[src/rtl/axi_master_txn_engine_if.sv]
// AXI4 master-side bus bundle for the transaction engine: AW/W/B/AR/R channels
// plus the sideband fields the engine ties off.
interface axi_master_txn_engine_if #(
    parameter int ADDR_W = 32,
    parameter int DATA_W = 32,
    parameter int ID_W   = 4
);
    localparam int STRB_W = DATA_W / 8;

    logic [ID_W-1:0]   AWID;
    logic [ADDR_W-1:0] AWADDR;
    logic [7:0]        AWLEN;
    logic [2:0]        AWSIZE;
    logic [1:0]        AWBURST;
    logic              AWLOCK;
    logic [3:0]        AWCACHE;
    logic [2:0]        AWPROT;
    logic [3:0]        AWQOS;
    logic [3:0]        AWREGION;
    logic              AWUSER;
    logic              AWVALID;
    logic              AWREADY;

    logic [DATA_W-1:0] WDATA;
    logic [STRB_W-1:0] WSTRB;
    logic              WLAST;
    logic              WUSER;
    logic              WVALID;
    logic              WREADY;

    logic [ID_W-1:0]   BID;
    logic [1:0]        BRESP;
    logic              BVALID;
    logic              BREADY;

    logic [ID_W-1:0]   ARID;
    logic [ADDR_W-1:0] ARADDR;
    logic [7:0]        ARLEN;
    logic [2:0]        ARSIZE;
    logic [1:0]        ARBURST;
    logic              ARLOCK;
    logic [3:0]        ARCACHE;
    logic [2:0]        ARPROT;
    logic [3:0]        ARQOS;
    logic [3:0]        ARREGION;
    logic              ARUSER;
    logic              ARVALID;
    logic              ARREADY;

    logic [ID_W-1:0]   RID;
    logic [DATA_W-1:0] RDATA;
    logic [1:0]        RRESP;
    logic              RLAST;
    logic              RVALID;
    logic              RREADY;

    modport master (
        output AWID, AWADDR, AWLEN, AWSIZE, AWBURST, AWLOCK, AWCACHE, AWPROT,
               AWQOS, AWREGION, AWUSER, AWVALID,
        input  AWREADY,
        output WDATA, WSTRB, WLAST, WUSER, WVALID,
        input  WREADY,
        input  BID, BRESP, BVALID,
        output BREADY,
        output ARID, ARADDR, ARLEN, ARSIZE, ARBURST, ARLOCK, ARCACHE, ARPROT,
               ARQOS, ARREGION, ARUSER, ARVALID,
        input  ARREADY,
        input  RID, RDATA, RRESP, RLAST, RVALID,
        output RREADY
    );

    modport slave (
        input  AWID, AWADDR, AWLEN, AWSIZE, AWBURST, AWLOCK, AWCACHE, AWPROT,
               AWQOS, AWREGION, AWUSER, AWVALID,
        output AWREADY,
        input  WDATA, WSTRB, WLAST, WUSER, WVALID,
        output WREADY,
        output BID, BRESP, BVALID,
        input  BREADY,
        input  ARID, ARADDR, ARLEN, ARSIZE, ARBURST, ARLOCK, ARCACHE, ARPROT,
               ARQOS, ARREGION, ARUSER, ARVALID,
        output ARREADY,
        output RID, RDATA, RRESP, RLAST, RVALID,
        input  RREADY
    );
endinterface

[src/rtl/axi_master_txn_engine.sv]
// AXI initiator: turns one write or read command into a single INCR burst,
// with independent write and read engines, one outstanding burst each.
module axi_master_txn_engine #(
    parameter int         ADDR_W   = 32,
    parameter int         DATA_W   = 32,
    parameter int         ID_W     = 4,
    parameter logic [2:0] SIZE_ENC = 3'b010
) (
    input  logic                ACLK,
    input  logic                ARESET,

    input  logic                wr_cmd_valid,
    output logic                wr_cmd_ready,
    input  logic [ADDR_W-1:0]   wr_cmd_addr,
    input  logic [ID_W-1:0]     wr_cmd_id,
    input  logic [3:0]          wr_cmd_len,
    input  logic                wr_dat_valid,
    output logic                wr_dat_ready,
    input  logic [DATA_W-1:0]   wr_dat_data,
    input  logic [DATA_W/8-1:0] wr_dat_strb,
    output logic                wr_done,
    output logic [1:0]          wr_resp,
    output logic                wr_err,

    input  logic                rd_cmd_valid,
    output logic                rd_cmd_ready,
    input  logic [ADDR_W-1:0]   rd_cmd_addr,
    input  logic [ID_W-1:0]     rd_cmd_id,
    input  logic [3:0]          rd_cmd_len,
    input  logic                rd_ready,
    output logic                rd_valid,
    output logic [DATA_W-1:0]   rd_data,
    output logic [1:0]          rd_resp,
    output logic                rd_last,
    output logic                rd_done,
    output logic                rd_err,

    axi_master_txn_engine_if.master m
);

    typedef enum logic [1:0] {W_IDLE, W_ADDR, W_DATA, W_RESP} wstate_t;
    typedef enum logic [1:0] {R_IDLE, R_ADDR, R_DATA} rstate_t;

    wstate_t           r_wstate;
    logic              r_wr_cmd_ready;
    logic              r_awvalid;
    logic [ADDR_W-1:0] r_awaddr;
    logic [ID_W-1:0]   r_awid;
    logic [3:0]        r_awlen;
    logic [3:0]        r_wcnt;
    logic              r_bready;
    logic              r_wr_done;
    logic [1:0]        r_wr_resp;
    logic              r_wr_err;

    rstate_t           r_rstate;
    logic              r_rd_cmd_ready;
    logic              r_arvalid;
    logic [ADDR_W-1:0] r_araddr;
    logic [ID_W-1:0]   r_arid;
    logic [3:0]        r_arlen;
    logic [3:0]        r_rcnt;
    logic              r_rerr_acc;
    logic              r_rd_done;
    logic              r_rd_err;

    logic w_in_wdata;
    logic w_w_hs;
    logic w_in_rdata;
    logic w_r_hs;
    logic w_r_last_beat;
    logic w_r_beat_err;

    // Data beats are gated by state so nothing leaks onto W before the AW handshake.
    assign w_in_wdata    = (r_wstate == W_DATA);
    assign w_w_hs        = w_in_wdata & wr_dat_valid & m.WREADY;
    assign w_in_rdata    = (r_rstate == R_DATA);
    assign w_r_hs        = w_in_rdata & m.RVALID & rd_ready;
    assign w_r_last_beat = (r_rcnt == r_arlen);
    assign w_r_beat_err  = (m.RID != r_arid) | (m.RLAST != w_r_last_beat);

    assign wr_cmd_ready = r_wr_cmd_ready;
    assign wr_dat_ready = w_in_wdata & m.WREADY;
    assign wr_done      = r_wr_done;
    assign wr_resp      = r_wr_resp;
    assign wr_err       = r_wr_err;

    assign rd_cmd_ready = r_rd_cmd_ready;
    assign rd_valid     = w_in_rdata & m.RVALID;
    assign rd_data      = w_in_rdata ? m.RDATA : {DATA_W{1'b0}};
    assign rd_resp      = w_in_rdata ? m.RRESP : 2'b00;
    assign rd_last      = w_in_rdata & m.RLAST;
    assign rd_done      = r_rd_done;
    assign rd_err       = r_rd_err;

    assign m.AWID     = r_awid;
    assign m.AWADDR   = r_awaddr;
    assign m.AWLEN    = {4'b0000, r_awlen};
    assign m.AWSIZE   = SIZE_ENC;
    assign m.AWBURST  = 2'b01;
    assign m.AWLOCK   = 1'b0;
    assign m.AWCACHE  = 4'b0000;
    assign m.AWPROT   = 3'b000;
    assign m.AWQOS    = 4'b0000;
    assign m.AWREGION = 4'b0000;
    assign m.AWUSER   = 1'b0;
    assign m.AWVALID  = r_awvalid;
    assign m.WDATA    = w_in_wdata ? wr_dat_data : {DATA_W{1'b0}};
    assign m.WSTRB    = w_in_wdata ? wr_dat_strb : {(DATA_W/8){1'b0}};
    assign m.WLAST    = w_in_wdata & (r_wcnt == r_awlen);
    assign m.WUSER    = 1'b0;
    assign m.WVALID   = w_in_wdata & wr_dat_valid;
    assign m.BREADY   = r_bready;

    assign m.ARID     = r_arid;
    assign m.ARADDR   = r_araddr;
    assign m.ARLEN    = {4'b0000, r_arlen};
    assign m.ARSIZE   = SIZE_ENC;
    assign m.ARBURST  = 2'b01;
    assign m.ARLOCK   = 1'b0;
    assign m.ARCACHE  = 4'b0000;
    assign m.ARPROT   = 3'b000;
    assign m.ARQOS    = 4'b0000;
    assign m.ARREGION = 4'b0000;
    assign m.ARUSER   = 1'b0;
    assign m.ARVALID  = r_arvalid;
    assign m.RREADY   = w_in_rdata & rd_ready;

    // Write engine: command capture, AW issue, beat counting, B response capture.
    always_ff @(posedge ACLK) begin
        if (ARESET) begin
            r_wstate       <= W_IDLE;
            r_wr_cmd_ready <= 1'b1;
            r_awvalid      <= 1'b0;
            r_awaddr       <= {ADDR_W{1'b0}};
            r_awid         <= {ID_W{1'b0}};
            r_awlen        <= 4'd0;
            r_wcnt         <= 4'd0;
            r_bready       <= 1'b0;
            r_wr_done      <= 1'b0;
            r_wr_resp      <= 2'b00;
            r_wr_err       <= 1'b0;
        end else begin
            r_wr_done <= 1'b0;
            r_wr_err  <= 1'b0;
            case (r_wstate)
                W_IDLE: begin
                    if (wr_cmd_valid) begin
                        r_awaddr       <= wr_cmd_addr;
                        r_awid         <= wr_cmd_id;
                        r_awlen        <= wr_cmd_len;
                        r_wcnt         <= 4'd0;
                        r_awvalid      <= 1'b1;
                        r_wr_cmd_ready <= 1'b0;
                        r_wstate       <= W_ADDR;
                    end
                end
                W_ADDR: begin
                    if (m.AWREADY) begin
                        r_awvalid <= 1'b0;
                        r_wstate  <= W_DATA;
                    end
                end
                W_DATA: begin
                    if (w_w_hs) begin
                        if (r_wcnt == r_awlen) begin
                            r_bready <= 1'b1;
                            r_wstate <= W_RESP;
                        end else begin
                            r_wcnt <= r_wcnt + 4'd1;
                        end
                    end
                end
                W_RESP: begin
                    if (m.BVALID) begin
                        r_bready       <= 1'b0;
                        r_wr_done      <= 1'b1;
                        r_wr_resp      <= m.BRESP;
                        r_wr_err       <= (m.BID != r_awid);
                        r_wr_cmd_ready <= 1'b1;
                        r_wstate       <= W_IDLE;
                    end
                end
                default: begin
                    r_wstate       <= W_IDLE;
                    r_wr_cmd_ready <= 1'b1;
                    r_awvalid      <= 1'b0;
                    r_bready       <= 1'b0;
                end
            endcase
        end
    end

    // Read engine: AR issue, beat counting and sticky per-burst error tracking.
    always_ff @(posedge ACLK) begin
        if (ARESET) begin
            r_rstate       <= R_IDLE;
            r_rd_cmd_ready <= 1'b1;
            r_arvalid      <= 1'b0;
            r_araddr       <= {ADDR_W{1'b0}};
            r_arid         <= {ID_W{1'b0}};
            r_arlen        <= 4'd0;
            r_rcnt         <= 4'd0;
            r_rerr_acc     <= 1'b0;
            r_rd_done      <= 1'b0;
            r_rd_err       <= 1'b0;
        end else begin
            r_rd_done <= 1'b0;
            r_rd_err  <= 1'b0;
            case (r_rstate)
                R_IDLE: begin
                    if (rd_cmd_valid) begin
                        r_araddr       <= rd_cmd_addr;
                        r_arid         <= rd_cmd_id;
                        r_arlen        <= rd_cmd_len;
                        r_rcnt         <= 4'd0;
                        r_rerr_acc     <= 1'b0;
                        r_arvalid      <= 1'b1;
                        r_rd_cmd_ready <= 1'b0;
                        r_rstate       <= R_ADDR;
                    end
                end
                R_ADDR: begin
                    if (m.ARREADY) begin
                        r_arvalid <= 1'b0;
                        r_rstate  <= R_DATA;
                    end
                end
                R_DATA: begin
                    // Termination follows the local count, so a missing RLAST cannot hang the engine.
                    if (w_r_hs) begin
                        if (w_r_last_beat) begin
                            r_rd_done      <= 1'b1;
                            r_rd_err       <= r_rerr_acc | w_r_beat_err;
                            r_rd_cmd_ready <= 1'b1;
                            r_rstate       <= R_IDLE;
                        end else begin
                            r_rcnt     <= r_rcnt + 4'd1;
                            r_rerr_acc <= r_rerr_acc | w_r_beat_err;
                        end
                    end
                end
                default: begin
                    r_rstate       <= R_IDLE;
                    r_rd_cmd_ready <= 1'b1;
                    r_arvalid      <= 1'b0;
                end
            endcase
        end
    end

endmodule

[src/flat_wrapper.sv]
// flat-port wrapper written by rule: the top's interface ports become plain ports
module axi_master_txn_engine_flat 
#(
    parameter int         ADDR_W   = 32,
    parameter int         DATA_W   = 32,
    parameter int         ID_W     = 4,
    parameter logic [2:0] SIZE_ENC = 3'b010
)
  (ACLK, ARESET, wr_cmd_valid, wr_cmd_ready, wr_cmd_addr, wr_cmd_id, wr_cmd_len, wr_dat_valid, wr_dat_ready, wr_dat_data, wr_dat_strb, wr_done, wr_resp, wr_err, rd_cmd_valid, rd_cmd_ready, rd_cmd_addr, rd_cmd_id, rd_cmd_len, rd_ready, rd_valid, rd_data, rd_resp, rd_last, rd_done, rd_err, m_AWID, m_AWADDR, m_AWLEN, m_AWSIZE, m_AWBURST, m_AWLOCK, m_AWCACHE, m_AWPROT, m_AWQOS, m_AWREGION, m_AWUSER, m_AWVALID, m_AWREADY, m_WDATA, m_WSTRB, m_WLAST, m_WUSER, m_WVALID, m_WREADY, m_BID, m_BRESP, m_BVALID, m_BREADY, m_ARID, m_ARADDR, m_ARLEN, m_ARSIZE, m_ARBURST, m_ARLOCK, m_ARCACHE, m_ARPROT, m_ARQOS, m_ARREGION, m_ARUSER, m_ARVALID, m_ARREADY, m_RID, m_RDATA, m_RRESP, m_RLAST, m_RVALID, m_RREADY);
  axi_master_txn_engine_if #(.ADDR_W(ADDR_W), .DATA_W(DATA_W), .ID_W(ID_W)) m_i ();
  input  logic ACLK;
  input  logic ARESET;
  input  logic wr_cmd_valid;
  output logic wr_cmd_ready;
  input  logic [ADDR_W-1:0] wr_cmd_addr;
  input  logic [ID_W-1:0] wr_cmd_id;
  input  logic [3:0] wr_cmd_len;
  input  logic wr_dat_valid;
  output logic wr_dat_ready;
  input  logic [DATA_W-1:0] wr_dat_data;
  input  logic [DATA_W/8-1:0] wr_dat_strb;
  output logic wr_done;
  output logic [1:0] wr_resp;
  output logic wr_err;
  input  logic rd_cmd_valid;
  output logic rd_cmd_ready;
  input  logic [ADDR_W-1:0] rd_cmd_addr;
  input  logic [ID_W-1:0] rd_cmd_id;
  input  logic [3:0] rd_cmd_len;
  input  logic rd_ready;
  output logic rd_valid;
  output logic [DATA_W-1:0] rd_data;
  output logic [1:0] rd_resp;
  output logic rd_last;
  output logic rd_done;
  output logic rd_err;
  output wire logic [$bits(m_i.AWID)-1:0] m_AWID;
  output wire logic [$bits(m_i.AWADDR)-1:0] m_AWADDR;
  output wire logic [$bits(m_i.AWLEN)-1:0] m_AWLEN;
  output wire logic [$bits(m_i.AWSIZE)-1:0] m_AWSIZE;
  output wire logic [$bits(m_i.AWBURST)-1:0] m_AWBURST;
  output wire logic [$bits(m_i.AWLOCK)-1:0] m_AWLOCK;
  output wire logic [$bits(m_i.AWCACHE)-1:0] m_AWCACHE;
  output wire logic [$bits(m_i.AWPROT)-1:0] m_AWPROT;
  output wire logic [$bits(m_i.AWQOS)-1:0] m_AWQOS;
  output wire logic [$bits(m_i.AWREGION)-1:0] m_AWREGION;
  output wire logic [$bits(m_i.AWUSER)-1:0] m_AWUSER;
  output wire logic [$bits(m_i.AWVALID)-1:0] m_AWVALID;
  input wire logic [$bits(m_i.AWREADY)-1:0] m_AWREADY;
  output wire logic [$bits(m_i.WDATA)-1:0] m_WDATA;
  output wire logic [$bits(m_i.WSTRB)-1:0] m_WSTRB;
  output wire logic [$bits(m_i.WLAST)-1:0] m_WLAST;
  output wire logic [$bits(m_i.WUSER)-1:0] m_WUSER;
  output wire logic [$bits(m_i.WVALID)-1:0] m_WVALID;
  input wire logic [$bits(m_i.WREADY)-1:0] m_WREADY;
  input wire logic [$bits(m_i.BID)-1:0] m_BID;
  input wire logic [$bits(m_i.BRESP)-1:0] m_BRESP;
  input wire logic [$bits(m_i.BVALID)-1:0] m_BVALID;
  output wire logic [$bits(m_i.BREADY)-1:0] m_BREADY;
  output wire logic [$bits(m_i.ARID)-1:0] m_ARID;
  output wire logic [$bits(m_i.ARADDR)-1:0] m_ARADDR;
  output wire logic [$bits(m_i.ARLEN)-1:0] m_ARLEN;
  output wire logic [$bits(m_i.ARSIZE)-1:0] m_ARSIZE;
  output wire logic [$bits(m_i.ARBURST)-1:0] m_ARBURST;
  output wire logic [$bits(m_i.ARLOCK)-1:0] m_ARLOCK;
  output wire logic [$bits(m_i.ARCACHE)-1:0] m_ARCACHE;
  output wire logic [$bits(m_i.ARPROT)-1:0] m_ARPROT;
  output wire logic [$bits(m_i.ARQOS)-1:0] m_ARQOS;
  output wire logic [$bits(m_i.ARREGION)-1:0] m_ARREGION;
  output wire logic [$bits(m_i.ARUSER)-1:0] m_ARUSER;
  output wire logic [$bits(m_i.ARVALID)-1:0] m_ARVALID;
  input wire logic [$bits(m_i.ARREADY)-1:0] m_ARREADY;
  input wire logic [$bits(m_i.RID)-1:0] m_RID;
  input wire logic [$bits(m_i.RDATA)-1:0] m_RDATA;
  input wire logic [$bits(m_i.RRESP)-1:0] m_RRESP;
  input wire logic [$bits(m_i.RLAST)-1:0] m_RLAST;
  input wire logic [$bits(m_i.RVALID)-1:0] m_RVALID;
  output wire logic [$bits(m_i.RREADY)-1:0] m_RREADY;
  assign m_AWID = m_i.AWID;
  assign m_AWADDR = m_i.AWADDR;
  assign m_AWLEN = m_i.AWLEN;
  assign m_AWSIZE = m_i.AWSIZE;
  assign m_AWBURST = m_i.AWBURST;
  assign m_AWLOCK = m_i.AWLOCK;
  assign m_AWCACHE = m_i.AWCACHE;
  assign m_AWPROT = m_i.AWPROT;
  assign m_AWQOS = m_i.AWQOS;
  assign m_AWREGION = m_i.AWREGION;
  assign m_AWUSER = m_i.AWUSER;
  assign m_AWVALID = m_i.AWVALID;
  assign m_i.AWREADY = m_AWREADY;
  assign m_WDATA = m_i.WDATA;
  assign m_WSTRB = m_i.WSTRB;
  assign m_WLAST = m_i.WLAST;
  assign m_WUSER = m_i.WUSER;
  assign m_WVALID = m_i.WVALID;
  assign m_i.WREADY = m_WREADY;
  assign m_i.BID = m_BID;
  assign m_i.BRESP = m_BRESP;
  assign m_i.BVALID = m_BVALID;
  assign m_BREADY = m_i.BREADY;
  assign m_ARID = m_i.ARID;
  assign m_ARADDR = m_i.ARADDR;
  assign m_ARLEN = m_i.ARLEN;
  assign m_ARSIZE = m_i.ARSIZE;
  assign m_ARBURST = m_i.ARBURST;
  assign m_ARLOCK = m_i.ARLOCK;
  assign m_ARCACHE = m_i.ARCACHE;
  assign m_ARPROT = m_i.ARPROT;
  assign m_ARQOS = m_i.ARQOS;
  assign m_ARREGION = m_i.ARREGION;
  assign m_ARUSER = m_i.ARUSER;
  assign m_ARVALID = m_i.ARVALID;
  assign m_i.ARREADY = m_ARREADY;
  assign m_i.RID = m_RID;
  assign m_i.RDATA = m_RDATA;
  assign m_i.RRESP = m_RRESP;
  assign m_i.RLAST = m_RLAST;
  assign m_i.RVALID = m_RVALID;
  assign m_RREADY = m_i.RREADY;
  axi_master_txn_engine #(.ADDR_W(ADDR_W), .DATA_W(DATA_W), .ID_W(ID_W), .SIZE_ENC(SIZE_ENC)) u_core (.ACLK(ACLK), .ARESET(ARESET), .wr_cmd_valid(wr_cmd_valid), .wr_cmd_ready(wr_cmd_ready), .wr_cmd_addr(wr_cmd_addr), .wr_cmd_id(wr_cmd_id), .wr_cmd_len(wr_cmd_len), .wr_dat_valid(wr_dat_valid), .wr_dat_ready(wr_dat_ready), .wr_dat_data(wr_dat_data), .wr_dat_strb(wr_dat_strb), .wr_done(wr_done), .wr_resp(wr_resp), .wr_err(wr_err), .rd_cmd_valid(rd_cmd_valid), .rd_cmd_ready(rd_cmd_ready), .rd_cmd_addr(rd_cmd_addr), .rd_cmd_id(rd_cmd_id), .rd_cmd_len(rd_cmd_len), .rd_ready(rd_ready), .rd_valid(rd_valid), .rd_data(rd_data), .rd_resp(rd_resp), .rd_last(rd_last), .rd_done(rd_done), .rd_err(rd_err), .m(m_i));
endmodule
[config.mk]
export PLATFORM = sky130hd
export DESIGN_NAME = axi_master_txn_engine_flat
export DESIGN_NICKNAME = d
export VERILOG_FILES = /design/src/rtl/axi_master_txn_engine_if.sv /design/src/rtl/axi_master_txn_engine.sv /design/src/flat_wrapper.sv
export SDC_FILE = /design/constraint.sdc
export NUM_CORES = 1
export LEC_CHECK = 0
export CAP_MARGIN = 10
export CORE_AREA = 2 2 151 153
export DETAILED_ROUTE_END_ITERATION = 7
export DIE_AREA = 0 0 153 155
export PLACE_DENSITY = 0.63
export SLEW_MARGIN = 5
export SYNTH_ARGS = -nofsm -noshare
export SYNTH_HDL_FRONTEND = slang
export SYNTH_SLANG_ARGS = --single-unit
export TNS_END_PERCENT = 30
[constraint.sdc]
create_clock -name ACLK -period 4.2 [get_ports ACLK]
set_clock_uncertainty 0.1 [all_clocks]
set_input_delay 0.84 -clock ACLK [delete_from_list [all_inputs] [get_ports ACLK]]
set_output_delay 0.84 -clock ACLK [all_outputs]
set_load 0.05 [all_outputs]
; After elaboration in Yosys (flattened, before gate mapping)
; Cells that the tools add are included.
[word_totals]
inputBits = 172
wordCells = 128
reg_bits = 104
output_inout_bits = 220
[classes]
n_eq_ne = 21
muxes = 45
reduce_logical = 23
addsub = 2
n_bitwise = 16
[ops]
columns = cell, count
row1 = $mux W32, 2
row2 = $mux W4, 7
row3 = $ne A2 B2 Y1 const B, 11
row4 = $mux W2, 10
row5 = $reduce_and A4 Y1, 5
row6 = $mux W1, 16
row7 = $pmux W4 S2, 2
row8 = $reduce_bool A2 Y1, 5
row9 = $reduce_and A3 Y1, 3
row10 = $add A4 B1 Y4 const B, 2
row11 = $and A1 B1 Y1, 8
row12 = $eq A4 B4 Y1, 2
row13 = $ne A4 B4 Y1, 2
row14 = $pmux W1 S2, 4
row15 = $pmux W2 S4, 1
row16 = $eq A2 B2 Y1 const B, 3
row17 = $not A1 Y1, 6
row18 = $pmux W1 S3, 2
row19 = $pmux W2 S3, 1
row20 = $reduce_and A2 Y1, 3
row21 = $reduce_or A3 Y1, 2
row22 = $reduce_and A5 Y1, 1
row23 = $eq A2 B1 Y1 const B, 2
row24 = $logic_not A2 Y1, 2
row25 = 4 further kinds, 5

; Logic depth before layout (Yosys ltp)
[logic_depth]
depth_word = 7
depth_mapped = 7
mapped_depth_nobuf = 6

; Least setup slack after synthesis
; OpenSTA, ideal clock, no wires.
[synth_timing]
path_kind = reg2out
startpoint = register u_core.r_awlen[1]
endpoint = output port m_WLAST
t_required_ns = 3.260
path_buffers = 0
setup_slack_ns = 1.510
t_arrival_ns = 1.750
stages_incl_launch_ff = 4
path_cell_list = dfxtp_1 > xor2_1 > nor4_4 > and2_1
[synth_between]
elab_chain_len = 2
[synth_rtl]
columns = item, line
row1 = start: declaration, axi_master_txn_engine.sv:49  ; logic [3:0] r_awlen;
row2 = start signal: assignment, axi_master_txn_engine.sv:151  ; r_awlen <= wr_cmd_len;
row3 = $eq A4 B4 Y1, axi_master_txn_engine.sv:110  ; assign m.WLAST = w_in_wdata & (r_wcnt == r_awlen);
row4 = $and A1 B1 Y1, axi_master_txn_engine.sv:110
row5 = end: declaration, flat_wrapper.sv:52  ; output wire logic [$bits(m_i.WLAST)-1:0] m_WLAST;
; Every way passes these cells.

; Worst setup path in the final report
[layout_timing]
startpoint = register u_core.r_rstate[1]
endpoint = output port rd_data[18]
[layout_between]
elab_chain_len = 2
[layout_rtl]
columns = item, line
row1 = start: declaration, axi_master_txn_engine.sv:56  ; rstate_t r_rstate;
row2 = start signal: assignment, axi_master_txn_engine.sv:197  ; r_rstate <= R_IDLE;
row3 = start signal: assignment, axi_master_txn_engine.sv:220  ; r_rstate <= R_ADDR;
row4 = start signal: assignment, axi_master_txn_engine.sv:226  ; r_rstate <= R_DATA;
row5 = $eq A2 B2 Y1, axi_master_txn_engine.sv:77  ; assign w_in_rdata = (r_rstate == R_DATA);
row6 = $mux W32, axi_master_txn_engine.sv:90  ; assign rd_data = w_in_rdata ? m.RDATA : {DATA_W{1'b0}};
row7 = end: declaration, flat_wrapper.sv:32  ; output logic [DATA_W-1:0] rd_data;
; Every way passes these cells.

==> summary.txt <==
Pwr
  • Maximum vdd drop: between 0.00015 and 0.0002 V
  • Pleak: roughly 0.0034 uW
  • Tot Pwr: between 3000 and 4000 uW
  • Power density over the cells: about 430 nW/um2

Global route
  • Largest net degree at the start of global routing: 65
  • First-pass GRT wire length: between 20 and 30 mm
  • GRT Total Usage: 14.3%
  • GR Overflow Total: 0
  • Initial antenna violation count: 1
  • Vias in the first global route: roughly 4,900

Route
  • DR vias/cell: between 4 and 5
  • Drt initial violations: 224
  • Routed via count: between 5,000 and 6,000
  • DRC: 0
  • Antenna Nets Post-Route: 0
  • Final Routed Wirelength: approximately 18 mm
  • Drt first pass iters: 4
  • DR WL/cell: 14.4 um

Clock tree
  • Worst skew pair latency: 0.35 ns
  • Clock slew at reported path FFs: roughly 0.07 ns
  • Clock sink total: roughly 100
  • CTS Buf Count: 9
  • Clock buffer depth: 2
  • CTS HTree Levels: 3
  • TritonCTS clock tree: done
  • CTS Hold Bufs: 0
  • Setup Buffers After CTS: 0
  • CTS root buf: clkbuf_16
  • Post-CTS Resized: 0

Critical path
  • Crit end category: output pin
  • Worst Path Required: 3.26 ns
  • Worst R2R Path Depth: 6
  • CP max FO: 33
  • Startpoint types: register
  • CP Class: register to output pin
  • Data arrival, critical path: between 2 and 3 ns

Flow run
  • Number of max-cap violations: 0

Logic synthesis
  • Yosys warns: 0
  • Sequential area share after synthesis: about two fifths
  • Commonest cells post-synth: 173 x nand2_1, 104 x dfxtp_1, 89 x a21oi_1
  • Post-synth top area share: approximately two fifths
  • Seq cells post-synth: 104
  • Largest area contributor in the netlist: dfxtp_1
  • Yosys cell types: 47
  • Synth top area cells: dfxtp_1 41%, nand2_1 13%, and2_1 9.5%, a21oi_1 8.8%, buf_4 7.9%
  • Post-synth ARST share: 0%
  • Synth Flop Type: dfxtp_1
  • EDFF count, synth: 0
  • Syn Inst Count: around 650
  • Most used standard cell by instance count after synthesis: nand2_1
  • Post-Syn Area: 5050 um2
  • Avg Synthesized Cell Area: a little under 8 um2

Die
  • Die W: 153 um
  • Row count: 55
  • Starting Density: 22.7%
  • Die area: around 24,000 um2
  • Die H: around 160 um
  • Core ar.: 22,200 um2
  • Boundary Pins: about 390

Timing
  • Tmin final: between 3 and 4 ns
  • Period utilization: between 80 and 90%
  • RSZ-0062 raised after global routing: false
  • Max_slew headroom: 42.8%
  • Fin Hold WS: 0.354 ns
  • FMAX: 288 MHz
  • Final setup vio count: 0
  • Least-Margin Pin Slew: roughly 0.86 ns
  • Hold Fails Final Rpt: 0
  • Setup Total Neg Slack: 0 ns
  • Slew Limit Fails: 0
  • Final WS setup: about 0.73 ns

Hold path
  • Hold crit path type: register to register
  • Hold Crit Depth: 2

Run status
  • Outcome: completed

Layout
  • Layout cells sized above 1: under 10%
  • Area growth, synth to finish: 75.0%
  • Util after Layout: between 30% and 40%
  • Nets: ~1,100

Place
  • Gpl congestion: 0.749
  • Dpl ws: 0.930 ns
  • IO buf count: roughly 340
  • Post-DP HPWL: between 10 and 15 mm
==> worst max-delay path, cell delays in order (launching register included) <==
cell and delay, ns:
dfxtp_1 0.48, nor2b_2 0.50, buf_12 0.22, and2_1 0.13
clkdlybuf4s50_1 0.84
==> registers in the layout, summed over array words and instances (netlist names), 2 cells and up <==
name / count
u_core.wr_resp: 2
u_core.r_rstate: 2
u_core.r_rcnt: 4
u_core.r_wstate: 2
u_core.r_arlen: 4
u_core.r_awlen: 4
u_core.m.ARADDR: 32
u_core.r_wcnt: 4
u_core.m.ARID: 4
u_core.m.AWADDR: 32
u_core.m.AWID: 4
==> cell families after synthesis <==
logic type               count (synthesis)  share of synthesized area, %
other                                    2                         0.149
buffers and inverters                   97                          11.2
flip-flops                             104                          41.2
AO/OA/AOI/OAI                          111                          12.3
XOR/XNOR                                17                          2.95
multiplexers                             7                          1.41
adder cells (fa/ha/maj)                  7                          1.73
AND/OR/NAND/NOR                        302                          29.1
==> stage by stage <==
step,instances,area (um2)
4_1_cts,1253,8840
2_1_floorplan,698,5240
6_report,1254,8840
3_3_place_gp,1237,8530
3_5_place_dp,1237,8530
5_1_grt,1254,8840
==> power by group <==
part           internal (uW)  switching [uW]  total, uW
clock                    489             410        899
combinational            610            1160       1770
sequential              1100            68.5       1160
total                   2190            1640       3830
==> routing by layer <==
metal	up-vias	track usage, %	share of wire, %
met1	2352	17.6	42
met3	24	3.96	6.8
met2	224	23.7	48
met5	-	0	0
met4	0	5.95	2.8
li1	2624	-	-
==> layout make-up <==
type / instances / area (um2)
fill: 2272 / 13400
timing repair buffer: 346 / 3470
multi-input combinational: 497 / 2610
sequential: 104 / 2080
tap: 285 / 357
clock buffer: 10 / 239
clock inverter: 6 / 72.6
inverter: 5 / 18.8
antenna: 1 / 2.50
==> path summary, 6_finish.rpt <==
kind	start	end	slack, ns
worst max-delay path	u_core.r_rstate[1]$_SDFFE_PP0P_	rd_data[18]	0.73
worst min-delay path	u_core.m.AWADDR[23]$_SDFFE_PP0P_	u_core.m.AWADDR[23]$_SDFFE_PP0P_	0.35
worst max register to register	u_core.r_wstate[1]$_SDFFE_PP0P_	u_core.r_awlen[3]$_SDFFE_PP0P_	2.06
worst min register to register	u_core.m.AWADDR[23]$_SDFFE_PP0P_	u_core.m.AWADDR[23]$_SDFFE_PP0P_	0.35
==> cells in the final DEF, fill, tap and decap left out, types with 3 or more instances in the layout <==
cell type          n
or3_1              5
clkdlybuf4s50_1  337
nor2_1            10
nor3_1             5
xor2_1            13
o21ai_0            4
inv_6              3
a21oi_1           89
nand2b_1           4
nor2b_1            4
nand3_1            6
ha_1               7
mux2i_1            6
inv_1              5
nand2_1          173
a211oi_1           3
xnor2_1            4
and2_1            77
buf_4              7
clkbuf_16          9
conb_1            53
dfxtp_1          104
No activity file was read; power rests on OpenSTA's default activity.
